<file path="config.mk">
export PLATFORM = sky130hd
export DESIGN_NAME = fifo_wr_arbiter
export DESIGN_NICKNAME = d
export VERILOG_FILES = /design/src/rtl/fifo_wr_arbiter.sv
export SDC_FILE = /design/constraint.sdc
export NUM_CORES = 1
export LEC_CHECK = 0
export ABC_AREA = 1
export CAP_MARGIN = 5
export CORE_ASPECT_RATIO = 0.7
export CORE_MARGIN = 2
export CORE_UTILIZATION = 34
export DETAILED_ROUTE_END_ITERATION = 7
export PLACE_DENSITY = 0.89
export SYNTH_ARGS = -nofsm -noshare
export SYNTH_HDL_FRONTEND = slang
export SYNTH_SLANG_ARGS = --single-unit
</file>
<file path="constraint.sdc">
create_clock -name wclk -period 1.62 [get_ports wclk]
set_input_delay 0.243 -clock wclk [delete_from_list [all_inputs] [get_ports wclk]]
set_output_delay 0.243 -clock wclk [all_outputs]
set_load 0.005 [all_outputs]
</file>
<file path="src/rtl/fifo_wr_arbiter.sv">
// Packet-granular round-robin arbiter sharing the async FIFO write port among NREQ producers.
// Optional per-requester beat/packet counters are enabled by defining FIFO_WR_ARB_STATS_EN.
module fifo_wr_arbiter #(
  parameter  int NREQ  = 4,
  parameter  int DSIZE = 8,
  localparam int IDW   = $clog2(NREQ)
) (
  input  logic                  wclk,
  input  logic                  wrst,
  input  logic [NREQ-1:0]       req_valid,
  input  logic [NREQ*DSIZE-1:0] req_data,
  input  logic [NREQ-1:0]       req_last,
  output logic [NREQ-1:0]       req_ready,
  input  logic                  wfull,
  output logic                  win,
  output logic [DSIZE-1:0]      wdata,
  output logic [IDW-1:0]        grant_id,
  output logic                  busy
`ifdef FIFO_WR_ARB_STATS_EN
  ,
  output logic [NREQ*16-1:0]    beat_cnt,
  output logic [NREQ*16-1:0]    pkt_cnt
`endif
);

  typedef enum logic {IDLE, LOCK} state_t;

  state_t         state, state_nxt;
  logic [IDW-1:0] grant_nxt;
  logic [IDW-1:0] last_grant, last_nxt;
  logic [IDW-1:0] pick, cand;
  logic           found;

  // Round-robin search starting just after the previous owner, wrapping at NREQ.
  always_comb begin
    // NOTE: every variable gets a default before the loop so no latch is inferred.
    pick  = '0;
    cand  = '0;
    found = 1'b0;
    for (int i = 1; i <= NREQ; i++) begin
      cand = IDW'((int'(last_grant) + i) % NREQ);
      if (!found && req_valid[cand]) begin
        pick  = cand;
        found = 1'b1;
      end
    end
  end

  always_comb begin
    state_nxt = state;
    grant_nxt = grant_id;
    last_nxt  = last_grant;
    win       = 1'b0;
    req_ready = '0;
    wdata     = req_data[int'(grant_id)*DSIZE +: DSIZE];
    case (state)
      IDLE: begin
        if (found) begin
          grant_nxt = pick;
          state_nxt = LOCK;
        end
      end
      LOCK: begin
        req_ready[grant_id] = !wfull;
        win                 = req_valid[grant_id] & !wfull;
        if (win && req_last[grant_id]) begin
          state_nxt = IDLE;
          last_nxt  = grant_id;
        end
      end
      default: state_nxt = IDLE;
    endcase
  end

  always_ff @(posedge wclk) begin
    // NOTE: sequential state uses non-blocking assignments so all registers update together.
    if (wrst) begin
      state      <= IDLE;
      grant_id   <= '0;
      last_grant <= IDW'(NREQ - 1);
    end else begin
      state      <= state_nxt;
      grant_id   <= grant_nxt;
      last_grant <= last_nxt;
    end
  end

  assign busy = (state == LOCK);

`ifdef FIFO_WR_ARB_STATS_EN
  logic [15:0]     beat_q [NREQ];
  logic [15:0]     pkt_q  [NREQ];
  logic [NREQ-1:0] acc;

  assign acc = req_valid & req_ready;

  // Counters saturate rather than wrap so a stuck-high reading is unambiguous.
  always_ff @(posedge wclk) begin
    if (wrst) begin
      for (int i = 0; i < NREQ; i++) begin
        beat_q[i] <= '0;
        pkt_q[i]  <= '0;
      end
    end else begin
      for (int i = 0; i < NREQ; i++) begin
        if (acc[i] && beat_q[i] != 16'hFFFF) beat_q[i] <= beat_q[i] + 16'd1;
        if (acc[i] && req_last[i] && pkt_q[i] != 16'hFFFF) pkt_q[i] <= pkt_q[i] + 16'd1;
      end
    end
  end

  always_comb begin
    beat_cnt = '0;
    pkt_cnt  = '0;
    for (int i = 0; i < NREQ; i++) begin
      beat_cnt[i*16 +: 16] = beat_q[i];
      pkt_cnt[i*16 +: 16]  = pkt_q[i];
    end
  end
`endif

endmodule

</file>
==> results of run 1 <==
[layer usage]
layer | vias to the layer above | share of wire, % | global-route usage [%]
li1 | 628 | - | -
met5 | - | 0 | 0
met1 | 636 | 40 | 29.7
met3 | 18 | 4.9 | 6.43
met2 | 59 | 51 | 51.0
met4 | 0 | 4.2 | 13.6
[cell usage after synthesis]
library cell / n / share of area, %
nand2_1: 45 / 21
nand3_1: 19 / 12
a22oi_1: 11 / 10
nand2_2: 10 / 7.8
inv_1: 9 / 4.2
nor2_1: 8 / 3.8
inv_2: 6 / 2.8
dfxtp_1: 5 / 13
nand2_4: 3 / 4.2
nor2_4: 3 / 4.2
nor3_1: 3 / 1.9
a22oi_2: 2 / 3.1
buf_4: 2 / 1.9
nand4_1: 2 / 1.6
a21oi_1: 1 / 0.63
a21oi_4: 1 / 2.0
buf_6: 1 / 1.4
inv_4: 1 / 0.78
nand3_2: 1 / 1.3
nor2_8: 1 / 2.5
[cell families after synthesis]
family,after synthesis,share of synthesized area [%]
buffers and inverters,19,11.1
flip-flops,5,12.5
AO/OA/AOI/OAI,15,16.1
AND/OR/NAND/NOR,95,60.2
[state kept, by name, summed over array words and instances, names as in the netlist]
| name | cells |
|---|---|
| last_grant | 2 |
| grant_id | 2 |
| busy | 1 |
[cell type report]
class | count | area, um2
fill | 153 | 453
inverter | 16 | 65.1
timing repair buffer | 91 | 841
tap | 32 | 40.0
sequential | 5 | 109
clock buffer | 4 | 26.3
multi-input combinational | 110 | 656
[final timing paths]
path	to	slack [ps]
max	wdata[7]	-60
min	last_grant[0]	590
max reg2reg	last_grant[0]	130
min reg2reg	last_grant[0]	590
[worst register-to-register path, delay by kind of cell, from the launching register on]
| family | cells | cell delay [ps] |
|---|---|---|
| AND/OR/NAND/NOR | 4 | 410 |
| AO/OA/AOI/OAI | 2 | 310 |
| flip-flops | 1 | 360 |
| buffers and inverters | 2 | 280 |
[placed cells by master, fill, tap and decap left out, types with 6 or more instances in the layout]
master,instances
buf_4,25
inv_2,6
buf_2,6
buf_6,6
nand3_1,19
inv_1,8
nand2_2,10
a22oi_2,9
nor2_1,7
clkdlybuf4s50_1,45
nand2_1,44
[through the flow]
step / hold slack [ps] / setup TNS [ps] / power, mW
final: 591 / -248 / 1.17
after global routing: 624 / -490 / 1.23
after CTS: 607 / -85.1 / 1.11
after detailed placement: 599 / -2300 / 0.892
after global placement: 546 / -1910 / 0.865
after floorplan: 398 / 0 / 0.495
[repair_timing]
action	4_1_cts	5_1_grt
gates resized for setup	53	8
gates cloned	0	0
endpoints found under the setup margin	15	12
pin swaps	6	7
hold buffers	0	0
buffers inserted	10	6
[report_power, final]
group / internal [mW] / total [mW] / switching (mW)
Clock: 0.0940 / 0.159 / 0.0651
Combinational: 0.458 / 0.841 / 0.383
Sequential: 0.141 / 0.169 / 0.0284
Total: 0.693 / 1.17 / 0.477
==> metrics, run 1 <==
CORE AREA=2190 um2; Remaining Overflow, GRT=0; I/O pin total=59; Chip Width=just over 60 um; YS warnings=0; number of buffers added by the clock tree synthesis step=3; power density relative to cell area=around 670 nW/um2; Final Max Tran Viols=0; crit path setup slack, layout=-59.1 ps; vias per inst=5.20; endpoints failing setup=6; Required @ worst endpoint=1380 ps; final weighted congestion of routability-driven global placement=0.795; vias in the first global route=1333; count of antenna diodes in the layout=0; DR WL/cell=14.6 um; number of DRC violations after detailed-routing iteration 0=77; global-route wire length before repair=5630 um; Critical R2R Launch=grant_id[1]; maximum clock frequency=roughly 600 MHz; Critical Path Stages=6; total number of nets in the final design=270; violations in the final reports=setup timing; remaining number of nets flagged by the antenna check after routing=0; proportion of layout cells with a drive suffix above 1=38.1%; unrepaired setup endpoints after global routing=true; IO Port Bufs=58; Post-Syn Instances=roughly 130; filler-free cell count of the finished design=258; clock-pin slew on the worst setup and hold paths=roughly 50 ps; actual transition at the worst max-transition pin=263 ps; average cell area after synthesis=5.97 um2; result of the run=complete, but fails checks; initial antenna violation count=0; critical path startpoint=grant_id[1]; Final Hold Vio Count=0; synthesized flop and latch total=5; type of origin of the critical path=flip-flop; Detailed Routing Iterations Pass 1=4; Std-Cell Rows=14; cell at the root of the clock tree=clkbuf_4; area grow syn2layout=117%; placed wire-length estimate after detailed placement=2700 um; initial cell density of the core=between 30% and 40%; Cells after DPL=241; Static Leakage=0.844 nW; worst setup slack after placement=-194 ps; sequential fraction of the synthesis area=12.5%; CP cell instances=buf_4 > nor2_4 > buf_4 > a22oi_2 > nand3_1 > buf_2; y dimension of the die=44.6 um; worst IR drop on VDD=0.409 mV; Worst path top cell family by delay=buffers and inverters; CP max-delay cell=dfxtp_4; Crit Path Category=reg2out; clock sinks=5; CP peak stage delay=roughly 360 ps; worst slew margin relative to its limit=82.4%; overall fraction of global-route tracks in use=27.9%; total vias in the final route=1341; DRC Markers=0; Layout Cell Area excl Fill=approximately 1700 um2; CTS tree=built; Register-to-Register Path Depth=8; number of library cell types mapped by synthesis=20; insertion delay to the later sink of the worst-skew pair=~260 ps; max-capacitance violation count=0; number of cells traversed by the worst hold path=2; Crit path buffers/inverters=3; Crit Path Max Fanout=5; clock period minus final worst setup slack=1680 ps; Clock H-tree levels=1; total wire length=3760 um; combined area of all synthesized cells=800 um2; class of the tightest hold or removal check=reg2reg; clock tree buffer depth=2; share of the core filled with cells=79.3%; data arrival time of the critical path=about 1400 ps; cell area after placement=1570 um2; Fin Clk Skew=approximately 2.1 ps; library cell appearing most often on the critical path=buf_4; largest net degree at the start of global routing=11; total nets after synthesis=177; final worst path period share=104%; crit end category=output port; overall die area=~2800 um2; hold_sp=last_grant[0]
Power figures use the tool's default switching activity.
==> run 2, diff against run 1 <==
RECOVER_POWER = 25   (was unset)
TNS_END_PERCENT = 100   (was unset)
==> run 2 against run 1 <==
  * The flow still finishes with violations (setup timing)
  * Critical path type unchanged
  * Register-to-register slack is essentially flat
  * Largest power group unchanged
  * Global-route usage is the same
  * Largest cell class unchanged
  * Power shrank 0.11%
==> metrics, run 2 (same netlist as run 1, synthesis figures left out) <==
Fin Clk Skew=2.08 ps (about the same); overall die area=2760 um2 (unchanged); crit end category=output port (unchanged); actual transition at the worst max-transition pin=263 ps (unchanged); Final Hold Vio Count=0 (unchanged); CP peak stage delay=360 ps (about the same); worst-case register-to-register setup slack=130 ps (about the same); CP cell instances=buf_4 > nor2_4 > buf_4 > a22oi_2 > nand3_1 > buf_2 (unchanged); clock period minus final worst setup slack=1680 ps (about the same); insertion delay to the later sink of the worst-skew pair=260 ps (about the same); Clock H-tree levels=1 (unchanged); class of the tightest hold or removal check=reg2reg (unchanged); largest net degree at the start of global routing=11 (unchanged); vias in the first global route=1333 (unchanged); Chip Width=62.0 um (unchanged); Static Leakage=0.845 nW (was 0.844 nW); y dimension of the die=44.6 um (unchanged); Final Max Tran Viols=0 (unchanged); Register-to-Register Path Depth=8 (unchanged); remaining number of nets flagged by the antenna check after routing=0 (unchanged); IO Port Bufs=58 (unchanged); top library cells by usage in the layout, fill and taps aside=44 x nand2_1, 44 x clkdlybuf4s50_1, 25 x buf_4 (was 45 x clkdlybuf4s50_1, 44 x nand2_1, 25 x buf_4); Critical R2R Launch=grant_id[1] (unchanged); DR WL/cell=14.6 um (unchanged); worst IR drop on VDD=0.408 mV (was 0.409 mV); initial antenna violation count=0 (unchanged); unrepaired setup endpoints after global routing=true (unchanged); Crit Path Max Fanout=5 (unchanged); library cell appearing most often on the critical path=buf_4 (unchanged); Detailed Routing Iterations Pass 1=4 (unchanged); CP max-delay cell=dfxtp_4 (unchanged); max-capacitance violation count=0 (unchanged); total wire length=3760 um (unchanged); overall fraction of global-route tracks in use=27.9% (unchanged); crit path setup slack, layout=-58.7 ps (was -59.1 ps); result of the run=complete, but fails checks (unchanged); R2R Path End=last_grant[0] (unchanged); Crit path buffers/inverters=3 (unchanged); endpoints failing setup=6 (unchanged); count of antenna diodes in the layout=0 (unchanged); clock sinks=5 (unchanged); global-route wire length before repair=5630 um (unchanged); area grow syn2layout=117% (unchanged); cell at the root of the clock tree=clkbuf_4 (unchanged); Worst path top cell family by delay=buffers and inverters (unchanged); I/O pin total=59 (unchanged); Remaining Overflow, GRT=0 (unchanged); proportion of layout cells with a drive suffix above 1=38.1% (unchanged); Layout Cell Area excl Fill=1740 um2 (unchanged); DRC Markers=0 (unchanged); final worst path period share=104% (about the same); cell area after placement=1570 um2 (unchanged); Required @ worst endpoint=1380 ps (about the same); power density relative to cell area=673 nW/um2 (was 674 nW/um2); Crit Path Category=reg2out (unchanged); maximum clock frequency=596 MHz (about the same); CTS tree=built (unchanged); final weighted congestion of routability-driven global placement=0.795 (unchanged); total number of nets in the final design=270 (unchanged); number of cells traversed by the worst hold path=2 (unchanged); initial cell density of the core=36.5% (unchanged); hold_sp=last_grant[0] (unchanged); total vias in the final route=1343 (was 1341); data arrival time of the critical path=1440 ps (about the same); violations in the final reports=setup timing (unchanged); clock-pin slew on the worst setup and hold paths=50 ps (about the same); number of buffers added by the clock tree synthesis step=3 (unchanged); vias per inst=5.21 (was 5.20); hold slack final=591 ps (unchanged); capture endpoint of the worst hold path=last_grant[0] (unchanged); CORE AREA=2190 um2 (unchanged); fillers=153 (unchanged); clock tree buffer depth=2 (unchanged); type of origin of the critical path=flip-flop (unchanged); number of DRC violations after detailed-routing iteration 0=77 (unchanged); worst slew margin relative to its limit=82.4% (unchanged); Std-Cell Rows=14 (unchanged); placed wire-length estimate after detailed placement=2700 um (unchanged)
run 2: worst max-delay path by stage:
stage	start	to	cells past startpoint
floorplan	grant_id[0]	last_grant[1]	8
global placement	wfull	win	5
detailed placement	wfull	req_ready[0]	5
CTS	grant_id[1]	win	7
global route	grant_id[1]	win	7
finish	grant_id[1]	wdata[4]	6
run 2: report_power, final:
part | leakage [nW] | switching (mW) | internal [mW]
clock network | 0.0150 | 0.0651 | 0.0940
logic | 0.787 | 0.383 | 0.457
registers | 0.0421 | 0.0283 | 0.141
run 2: area by class of cell:
| class | count | area (um2) | share of cell area (%) |
|---|---|---|---|
| timing repair buffer | 91 | 841 | 48.4 |
| multi-input combinational | 110 | 656 | 37.8 |
| sequential | 5 | 109 | 6.27 |
| inverter | 16 | 65.1 | 3.75 |
| tap | 32 | 40.0 | 2.31 |
| clock buffer | 4 | 26.3 | 1.51 |
run 2: tightest hold or removal path, stage by stage (launching register included):
cell     delay, ps
dfxtp_2        380
nand2_1         90
nand3_1         70
run 2: layer usage:
metal,GRT usage [%],vias up,part of all wire [%]
met5,0,-,0
met4,13.6,0,4.2
met3,6.43,18,5.2
met2,51.0,63,51
met1,29.7,634,39
li1,-,628,-
run 2: through the flow:
stage	power [mW]	setup WS [ps]	setup TNS (ps)	utilization, %	instances
3_3_place_gp	0.865	-167	-1910	71.7	241
4_1_cts	1.11	-85.1	-85.1	77.4	254
2_1_floorplan	0.495	316	0	-	134
6_report	1.17	-58.7	-248	79.3	258
3_5_place_dp	0.892	-194	-2300	71.7	241
5_1_grt	1.23	-80.9	-490	79.3	258
run 2: repair_timing:
item	in CTS	in global routing
setup buffers	10	6
pin swaps	6	7
endpoints found under the setup margin	15	12
hold buffers	0	0
gates resized for setup	53	8
